--- src/rtl/uart_ctrl_pkg.sv ---
// Shared types and helpers for the UART echo controller: FSM states, mode codes, ASCII constants.
package uart_ctrl_pkg;

    typedef enum logic [1:0] {
        IDLE    = 2'd0,
        SEND    = 2'd1,
        SEND_LF = 2'd2
    } state_t;

    localparam logic [1:0] MODE_ECHO  = 2'b00;
    localparam logic [1:0] MODE_UPPER = 2'b01;
    localparam logic [1:0] MODE_SINK  = 2'b10;

    localparam logic [7:0] CHAR_CR = 8'h0D;
    localparam logic [7:0] CHAR_LF = 8'h0A;

    function automatic logic [7:0] to_upper(input logic [7:0] c);
        return ((c >= 8'h61) && (c <= 8'h7A)) ? (c - 8'h20) : c;
    endfunction

endpackage

--- src/rtl/uart_ctrl_core.sv ---
// 8N1 UART core with AXI-stream byte ports; one bit lasts prescale*8 clock cycles.
module uart_ctrl_core (
    input  logic        clk,
    input  logic        rst,
    input  logic [15:0] i_prescale,
    input  logic [7:0]  i_s_tdata,
    input  logic        i_s_tvalid,
    output logic        o_s_tready,
    output logic [7:0]  o_m_tdata,
    output logic        o_m_tvalid,
    input  logic        i_m_tready,
    input  logic        i_rxd,
    output logic        o_txd,
    output logic        o_rx_overrun_error,
    output logic        o_rx_frame_error
);
    logic [18:0] w_bit_len;
    logic        r_tx_busy;
    logic [8:0]  r_tx_sh;
    logic [18:0] r_tx_cnt;
    logic [3:0]  r_tx_bits;
    logic        r_txd;
    logic [1:0]  r_rx_s;
    logic        r_rx_busy;
    logic [18:0] r_rx_cnt;
    logic [3:0]  r_rx_bits;
    logic [7:0]  r_rx_sh;
    logic [7:0]  r_m_data;
    logic        r_m_valid;
    logic        r_ovr;
    logic        r_frm;

    assign w_bit_len          = {i_prescale, 3'b000};
    assign o_s_tready         = !r_tx_busy;
    assign o_txd              = r_txd;
    assign o_m_tdata          = r_m_data;
    assign o_m_tvalid         = r_m_valid;
    assign o_rx_overrun_error = r_ovr;
    assign o_rx_frame_error   = r_frm;

    always_ff @(posedge clk) begin
        if (rst) begin
            r_tx_busy <= 1'b0;
            r_tx_sh   <= '0;
            r_tx_cnt  <= '0;
            r_tx_bits <= '0;
            r_txd     <= 1'b1;
        end else if (!r_tx_busy) begin
            if (i_s_tvalid) begin
                r_tx_busy <= 1'b1;
                r_tx_sh   <= {1'b1, i_s_tdata};
                r_txd     <= 1'b0;
                r_tx_cnt  <= w_bit_len - 19'd1;
                r_tx_bits <= 4'd9;
            end
        end else if (r_tx_cnt != '0) begin
            r_tx_cnt <= r_tx_cnt - 19'd1;
        end else if (r_tx_bits != '0) begin
            r_txd     <= r_tx_sh[0];
            r_tx_sh   <= {1'b1, r_tx_sh[8:1]};
            r_tx_bits <= r_tx_bits - 4'd1;
            r_tx_cnt  <= w_bit_len - 19'd1;
        end else begin
            r_tx_busy <= 1'b0;
        end
    end

    // rx_bits: 10 = start check, 9..2 = data bits, 1 = stop bit.
    always_ff @(posedge clk) begin
        if (rst) begin
            r_rx_s    <= 2'b11;
            r_rx_busy <= 1'b0;
            r_rx_cnt  <= '0;
            r_rx_bits <= '0;
            r_rx_sh   <= '0;
            r_m_data  <= '0;
            r_m_valid <= 1'b0;
            r_ovr     <= 1'b0;
            r_frm     <= 1'b0;
        end else begin
            r_rx_s <= {r_rx_s[0], i_rxd};
            r_ovr  <= 1'b0;
            r_frm  <= 1'b0;
            if (r_m_valid && i_m_tready) r_m_valid <= 1'b0;
            if (!r_rx_busy) begin
                if (!r_rx_s[1]) begin
                    r_rx_busy <= 1'b1;
                    r_rx_cnt  <= (w_bit_len >> 1) - 19'd1;
                    r_rx_bits <= 4'd10;
                end
            end else if (r_rx_cnt != '0) begin
                r_rx_cnt <= r_rx_cnt - 19'd1;
            end else if (r_rx_bits == 4'd10) begin
                if (r_rx_s[1]) begin
                    r_rx_busy <= 1'b0;
                end else begin
                    r_rx_bits <= 4'd9;
                    r_rx_cnt  <= w_bit_len - 19'd1;
                end
            end else if (r_rx_bits == 4'd1) begin
                r_rx_busy <= 1'b0;
                if (!r_rx_s[1]) begin
                    r_frm <= 1'b1;
                end else if (r_m_valid && !i_m_tready) begin
                    r_ovr <= 1'b1;
                end else begin
                    r_m_data  <= r_rx_sh;
                    r_m_valid <= 1'b1;
                end
            end else begin
                r_rx_sh   <= {r_rx_s[1], r_rx_sh[7:1]};
                r_rx_bits <= r_rx_bits - 4'd1;
                r_rx_cnt  <= w_bit_len - 19'd1;
            end
        end
    end

endmodule

--- src/rtl/uart_ctrl_fifo.sv ---
// Synchronous first-word-fall-through byte FIFO; a push refused when full, a pop ignored when empty.
module uart_ctrl_fifo #(
    parameter int DEPTH = 16
) (
    input  logic                     clk,
    input  logic                     rst,
    input  logic                     i_push,
    input  logic [7:0]               i_din,
    input  logic                     i_pop,
    output logic [7:0]               o_dout,
    output logic                     o_full,
    output logic                     o_empty,
    output logic [$clog2(DEPTH):0]   o_level
);
    localparam int AW = $clog2(DEPTH);

    logic [7:0]  r_mem [DEPTH];
    logic [AW:0] r_wr_ptr;
    logic [AW:0] r_rd_ptr;
    logic [AW:0] w_level;
    logic        w_push;
    logic        w_pop;

    // Extra pointer bit distinguishes full from empty.
    assign w_level = r_wr_ptr - r_rd_ptr;
    assign o_full  = (w_level == (AW + 1)'(DEPTH));
    assign o_empty = (w_level == '0);
    assign o_level = w_level;
    assign o_dout  = r_mem[r_rd_ptr[AW-1:0]];
    assign w_push  = i_push && !o_full;
    assign w_pop   = i_pop && !o_empty;

    always_ff @(posedge clk) begin
        if (w_push) begin
            r_mem[r_wr_ptr[AW-1:0]] <= i_din;
        end
    end

    always_ff @(posedge clk) begin
        if (rst) begin
            r_wr_ptr <= '0;
            r_rd_ptr <= '0;
        end else begin
            if (w_push) r_wr_ptr <= r_wr_ptr + 1'b1;
            if (w_pop)  r_rd_ptr <= r_rd_ptr + 1'b1;
        end
    end

endmodule

--- src/rtl/uart_echo_fifo_ctrl.sv ---
// UART echo controller: RX FIFO, per-mode transform, debounced button byte, counters and sticky errors.
// Define UART_CTRL_CRLF_EN to follow every echoed CR with an LF.
module uart_echo_fifo_ctrl
    import uart_ctrl_pkg::*;
#(
    parameter int         CLK_FREQ     = 100000000,
    parameter int         BAUD         = 9600,
    parameter int         FIFO_DEPTH   = 16,
    parameter int         CNT_WIDTH    = 16,
    parameter int         DEBOUNCE_CYC = 1000000,
    parameter logic [7:0] BTN_CHAR     = 8'h21
) (
    input  logic                          clk,
    input  logic                          rst,
    input  logic                          btn,
    input  logic [1:0]                    mode,
    input  logic                          uart_rx,
    output logic                          uart_tx,
    output logic [CNT_WIDTH-1:0]          rx_count,
    output logic [CNT_WIDTH-1:0]          tx_count,
    output logic [$clog2(FIFO_DEPTH):0]   fifo_level,
    output logic                          overrun_err,
    output logic                          frame_err
);
    localparam int          DB_W     = $clog2(DEBOUNCE_CYC + 1);
    localparam logic [15:0] PRESCALE = 16'(CLK_FREQ / (BAUD * 8));

    logic [7:0]           w_rx_data;
    logic                 w_rx_valid;
    logic                 w_tx_ready;
    logic                 w_core_ovr;
    logic                 w_core_frm;
    logic                 w_push;
    logic                 w_pop;
    logic [7:0]           w_fifo_dout;
    logic                 w_fifo_full;
    logic                 w_fifo_empty;
    logic [1:0]           r_btn_sync;
    logic [DB_W-1:0]      r_db_cnt;
    logic                 r_btn_level;
    logic                 r_btn_pulse;
    logic                 r_btn_pend;
    logic                 w_btn_take;
    state_t               r_state;
    state_t               w_state_next;
    logic [7:0]           r_tx_data;
    logic [7:0]           w_tx_data_next;
    logic                 r_tx_valid;
    logic                 w_tx_valid_next;
    logic [CNT_WIDTH-1:0] r_rx_count;
    logic [CNT_WIDTH-1:0] r_tx_count;
    logic                 r_ovr;
    logic                 r_frm;
`ifdef UART_CTRL_CRLF_EN
    logic                 r_crlf;
    logic                 w_crlf_next;
`endif

    assign w_push = w_rx_valid && !w_fifo_full;

    uart_ctrl_core u_core (
        .clk                (clk),
        .rst                (rst),
        .i_prescale         (PRESCALE),
        .i_s_tdata          (r_tx_data),
        .i_s_tvalid         (r_tx_valid),
        .o_s_tready         (w_tx_ready),
        .o_m_tdata          (w_rx_data),
        .o_m_tvalid         (w_rx_valid),
        .i_m_tready         (!w_fifo_full),
        .i_rxd              (uart_rx),
        .o_txd              (uart_tx),
        .o_rx_overrun_error (w_core_ovr),
        .o_rx_frame_error   (w_core_frm)
    );

    uart_ctrl_fifo #(.DEPTH(FIFO_DEPTH)) u_fifo (
        .clk     (clk),
        .rst     (rst),
        .i_push  (w_push),
        .i_din   (w_rx_data),
        .i_pop   (w_pop),
        .o_dout  (w_fifo_dout),
        .o_full  (w_fifo_full),
        .o_empty (w_fifo_empty),
        .o_level (fifo_level)
    );

    // Debounced level flips only after DEBOUNCE_CYC consecutive differing samples.
    always_ff @(posedge clk) begin
        if (rst) begin
            r_btn_sync  <= '0;
            r_db_cnt    <= '0;
            r_btn_level <= 1'b0;
            r_btn_pulse <= 1'b0;
            r_btn_pend  <= 1'b0;
        end else begin
            r_btn_sync  <= {r_btn_sync[0], btn};
            r_btn_pulse <= 1'b0;
            if (r_btn_sync[1] == r_btn_level) begin
                r_db_cnt <= '0;
            end else if (r_db_cnt == DB_W'(DEBOUNCE_CYC - 1)) begin
                r_db_cnt    <= '0;
                r_btn_level <= r_btn_sync[1];
                r_btn_pulse <= r_btn_sync[1];
            end else begin
                r_db_cnt <= r_db_cnt + 1'b1;
            end
            if (r_btn_pulse && !r_btn_pend) r_btn_pend <= 1'b1;
            else if (w_btn_take)            r_btn_pend <= 1'b0;
        end
    end

    always_ff @(posedge clk) begin
        if (rst) begin
            r_state    <= IDLE;
            r_tx_data  <= '0;
            r_tx_valid <= 1'b0;
            r_rx_count <= '0;
            r_tx_count <= '0;
            r_ovr      <= 1'b0;
            r_frm      <= 1'b0;
        end else begin
            r_state    <= w_state_next;
            r_tx_data  <= w_tx_data_next;
            r_tx_valid <= w_tx_valid_next;
            if (w_push)                   r_rx_count <= r_rx_count + 1'b1;
            if (r_tx_valid && w_tx_ready) r_tx_count <= r_tx_count + 1'b1;
            if (w_core_ovr)               r_ovr <= 1'b1;
            if (w_core_frm)               r_frm <= 1'b1;
        end
    end

`ifdef UART_CTRL_CRLF_EN
    always_ff @(posedge clk) begin
        if (rst) r_crlf <= 1'b0;
        else     r_crlf <= w_crlf_next;
    end
`endif

    always_comb begin
        w_state_next    = r_state;
        w_tx_data_next  = r_tx_data;
        w_tx_valid_next = r_tx_valid;
        w_pop           = 1'b0;
        w_btn_take      = 1'b0;
`ifdef UART_CTRL_CRLF_EN
        w_crlf_next     = r_crlf;
`endif
        case (r_state)
            IDLE: begin
                if (r_btn_pend) begin
                    w_btn_take      = 1'b1;
                    w_tx_data_next  = BTN_CHAR;
                    w_tx_valid_next = 1'b1;
                    w_state_next    = SEND;
`ifdef UART_CTRL_CRLF_EN
                    w_crlf_next     = 1'b0;
`endif
                end else if (!w_fifo_empty) begin
                    w_pop = 1'b1;
                    if (mode != MODE_SINK) begin
                        w_tx_data_next  = (mode == MODE_UPPER) ? to_upper(w_fifo_dout) : w_fifo_dout;
                        w_tx_valid_next = 1'b1;
                        w_state_next    = SEND;
`ifdef UART_CTRL_CRLF_EN
                        w_crlf_next     = (w_fifo_dout == CHAR_CR);
`endif
                    end
                end
            end
            SEND: begin
                if (w_tx_ready) begin
                    w_tx_valid_next = 1'b0;
                    w_state_next    = IDLE;
`ifdef UART_CTRL_CRLF_EN
                    if (r_crlf) begin
                        w_tx_data_next  = CHAR_LF;
                        w_tx_valid_next = 1'b1;
                        w_state_next    = SEND_LF;
                    end
`endif
                end
            end
`ifdef UART_CTRL_CRLF_EN
            SEND_LF: begin
                if (w_tx_ready) begin
                    w_tx_valid_next = 1'b0;
                    w_crlf_next     = 1'b0;
                    w_state_next    = IDLE;
                end
            end
`endif
            default: w_state_next = IDLE;
        endcase
    end

    assign rx_count    = r_rx_count;
    assign tx_count    = r_tx_count;
    assign overrun_err = r_ovr;
    assign frame_err   = r_frm;

endmodule

--- config.mk ---
export PLATFORM = sky130hd
export DESIGN_NAME = uart_echo_fifo_ctrl
export DESIGN_NICKNAME = d
export VERILOG_FILES = /design/src/rtl/uart_ctrl_pkg.sv /design/src/rtl/uart_ctrl_core.sv /design/src/rtl/uart_ctrl_fifo.sv /design/src/rtl/uart_echo_fifo_ctrl.sv
export SDC_FILE = /design/constraint.sdc
export NUM_CORES = 1
export LEC_CHECK = 0
export BUFFER_PORTS_ARGS = -buffer_cell sky130_fd_sc_hd__buf_2
export CORE_AREA = 2 2 154 156
export DETAILED_ROUTE_END_ITERATION = 10
export DIE_AREA = 0 0 156 158
export HOLD_SLACK_MARGIN = 0.12
export PLACE_DENSITY_LB_ADDON = 0.25
export SYNTH_ARGS = -nofsm -noshare
export SYNTH_HDL_FRONTEND = slang
export SYNTH_SLANG_ARGS = --single-unit
--- constraint.sdc ---
create_clock -name clk -period 5.2 [get_ports clk]
set_input_delay 0 -clock clk [delete_from_list [all_inputs] [get_ports clk]]
set_output_delay 0 -clock clk [all_outputs]
set_load 0.05 [all_outputs]
==> results.tsv <==
stage	metric	value	unit
routing	Wirelength per Cell	17.5	um
timing	Worst slew margin	17.1	%
routing	Post-Route WL	25.1	mm
logic_synthesis	Post-Synthesis Cell Area	0.0123	mm^2
critical_path	CP max-delay cell	dfxtp_2	
logic_synthesis	Yosys cell types	72	
critical_path	CP top delay family	multiplexers	
timing	final worst path period need	3.62	ns
critical_path	worst-path maximum fanout	26	
power	combinational power share	24.7	%
timing	setup violators final	0	
final_layout	Final Util	59.9	%
routing	1st-pass router iterations	5	
final_layout	area grow syn2layout	12.2	%
global_route	largest net degree at the start of global routing	77	
floorplanning	die width	156	um
clock_network	CTS root buf	clkbuf_16	
global_route	initial antenna violation count	0	
critical_path	Worst path depth	8	
floorplanning	die area	0.0246	mm^2
timing	Worst Tran Pin Value	1.24	ns
logic_synthesis	Yosys top cell by area	edfxtp_1	
clock_network	Clk Latency, worst-skew pair	0.55	ns
clock_network	Reg clk slew, reported paths	0.06	ns
timing	Setup WS post-layout	1.58	ns
place	Detail Placement HPWL	16.7	mm
final_layout	most frequent cells in the layout	dfxtp_1 (160), nor2_1 (154), edfxtp_1 (128)	
logic_synthesis	sequential area share after synthesis	57.5	%
run_status	status	completed	
global_route	number of global-route vias before repair	7825	
place	IO buf count	45	
global_route	first-pass GRT wire length	40.6	mm
clock_network	CTS HTree Levels	1	
clock_network	number of buffers created by CTS	29	
routing	Vias/cell	5.75	
logic_synthesis	Ys Warns	0	
critical_path	Setup crit end	r_tx_data[7]	
min_path	hold crit path type	input pin to register	
power	Seq pwr share	41.6	%
logic_synthesis	Post-Syn Nets	1106	
timing	fin. max-slew vios	0	
place	Post-Place Worst Slack	1.66	ns
timing	Worst Clk Skew	0.0198	ns
logic_synthesis	largest cells by area after synthesis	edfxtp_1 (31%), dfxtp_1 (26%), nor2_1 (4.7%)	
timing	Final period util	69.7	%
critical_path	FF-to-FF End	r_tx_data[7]	
timing	Max Fclk	276	MHz
place	routability cong.	0.897	
final_layout	leading cell type in the layout, fill and taps excluded	dfxtp_1	
critical_path	Critical Path Sink Type	register	
power	sw power	2.07	mW
final_layout	Ant. Diodes	0	
critical_path	WP buf/inv	1	
global_route	Total GRT Usage	20.6	%
routing	number of remaining DRC errors	0	
logic_synthesis	share of the synthesized area in the top cell type	31.3	%
logic_synthesis	Mapped Cells	1080	
floorplanning	Starting Density	53.4	%
critical_path	largest stage delay on the critical path	0.90	ns
critical_path	Critical Path RT	5.65	ns
final_layout	# nets final	1143	
power	Clock power frac	33.8	%
clock_network	TritonCTS Sinks	289	
logic_synthesis	ys async rst share	0	%
floorplanning	I/O Pins	46	
power	Switching Fraction	31.3	%
power	Peak supply drop	0.000269	V
floorplanning	Die Ht	158	um
critical_path	Critical Path Most Common Cell	mux2i_1	
power	Pint	4.53	mW
floorplanning	Rows	56	
global_route	Overflow after GRT	0	
critical_path	Data arrival, critical path	4.08	ns
critical_path	CP Class	register to register	
floorplanning	Core Area	0.0231	mm^2
power	P_leak	4.97	nW
clock_network	CTS tree	done	
timing	TNS Setup	0	ns
critical_path	critical path launch point type	register	
critical_path	reg2reg path depth	8	
final_layout	share of post-route cells with drive strength above 1	13.1	%
timing	final hold violations	0	
routing	Final ANT Viol Nets	0	
timing	RSZ-0062 raised after global routing	no	
power	pwr dens	478	mW/mm^2
clock_network	post_cts resized	0	
logic_synthesis	Post-synth EDFFs	128	
routing	DRT iter0 DRCs	498	
routing	Vias	8227	
flow_run	MaxCap Viol Count	0	
logic_synthesis	Synth Area per Inst	11.4	um^2
clock_network	CTS max path bufs	3	
logic_synthesis	Post-synth top flop	dfxtp_1	
critical_path	worst-path cell chain	mux4_2 > mux2i_1 > mux2i_1 > nor4b_2 > dlygate4sd3_1 > o31ai_1 > or4b_1 > a21oi_1	
critical_path	reg2reg setup slack	1.58	ns
logic_synthesis	flops & latches, synth	289	
-- tightest hold or removal path, delay by kind of cell --
kind | cells | cell delay, ns
AND/OR/NAND/NOR | 1 | 0.08
buffers and inverters | 2 | 0.61
-- Yosys cell counts, drive strengths merged (3+ instances only) --
cell type  instances
or2                7
and2              12
o21ai             27
or3               16
or4                9
nor3              21
o31ai              5
nand3b             4
a21boi             4
and4               7
inv               28
mux4              23
nor3b              6
a221oi            10
a31oi              3
nor4b              6
xor2              43
mux2i             50
nand4             16
a311oi             8
o211ai             5
xnor2             16
edfxtp           128
a21oi             53
buf               16
clkbuf            34
a22oi              9
a21o               3
ha                19
nor2             154
nand3             31
and3              22
dfxtp            161
nor4               6
nand2b             5
a211oi            18
nor2b             15
nand2             55
or4b               3
-- flip-flops by register name (all words and copies together), names as in the netlist, 4 cells and up, named ones only --
| name | flops |
|---|---|
| u_fifo.r_mem | 128 |
| r_db_cnt | 20 |
| u_core.r_rx_cnt | 19 |
| u_core.r_tx_cnt | 19 |
| rx_count | 16 |
| tx_count | 16 |
| u_core.r_tx_sh | 9 |
| r_tx_data | 8 |
| u_core.o_m_tdata | 8 |
| u_core.r_rx_sh | 8 |
| u_fifo.r_rd_ptr | 5 |
| u_fifo.r_wr_ptr | 5 |
| u_core.r_rx_bits | 4 |
| u_core.r_tx_bits | 4 |
-- metal layers --
metal	vias up	track usage (%)	share of wire [%]
met5	-	0	0
met4	0	5.29	2.1
met3	36	3.50	5.6
met2	198	33.3	46
met1	3960	29.2	47
li1	4033	-	-
-- through the flow --
step / area (um^2) / hold WS [ns] / total power [mW] / cells
5_1_grt: 13800 / 0.190 / 6.93 / 1430
3_3_place_gp: 12700 / 0.188 / 4.37 / 1370
2_1_floorplan: 12300 / 0.104 / 4.04 / 1080
3_5_place_dp: 12700 / 0.189 / 4.40 / 1370
6_report: 13800 / 0.168 / 6.59 / 1430
4_1_cts: 13800 / 0.158 / 6.63 / 1430
-- power by group through the flow --
stage	clock network (mW)	logic [mW]	registers [mW]
finish	2.23	1.63	2.74
global placement	0	1.59	2.78
detailed placement	0	1.61	2.79
global route	2.34	1.80	2.78
floorplan	0	1.35	2.70
CTS	2.26	1.63	2.74
-- how the worst min path moves through the flow --
stage | start | end | slack [ns] | cells after the start
after floorplan | uart_rx | u_core.r_rx_s[0] | 0.10 | 1
after global placement | uart_rx | u_core.r_rx_s[0] | 0.19 | 2
after detailed placement | uart_rx | u_core.r_rx_s[0] | 0.19 | 2
after CTS | uart_rx | u_core.r_rx_s[0] | 0.16 | 3
after global routing | uart_rx | u_core.r_rx_s[0] | 0.19 | 3
final | uart_rx | u_core.r_rx_s[0] | 0.17 | 3
-- repair_timing --
item	in CTS	in global routing
setup buffers	0	0
hold buffers	6	0
hold endpoints to repair	58	0
-- cell type report --
type / instances / area, um^2
well taps: 290 / 363
repair buffers: 56 / 325
inverters: 30 / 113
clock inverters: 17 / 223
flip-flops and latches: 289 / 7070
multi-input cells: 711 / 4890
fillers: 1847 / 9250
clock buffers: 37 / 818
-- cells by family after synthesis --
kind of cell / synth area share (%)
and+or+nand+nor: 16.4
DFF: 57.5
AOI/OAI and AO/OA: 8.66
buffers and inverters: 2.79
muxes: 8.37
xor gates and xnor gates: 4.20
adders and majority gates: 2.10
No activity file was read; power rests on OpenSTA's default activity.
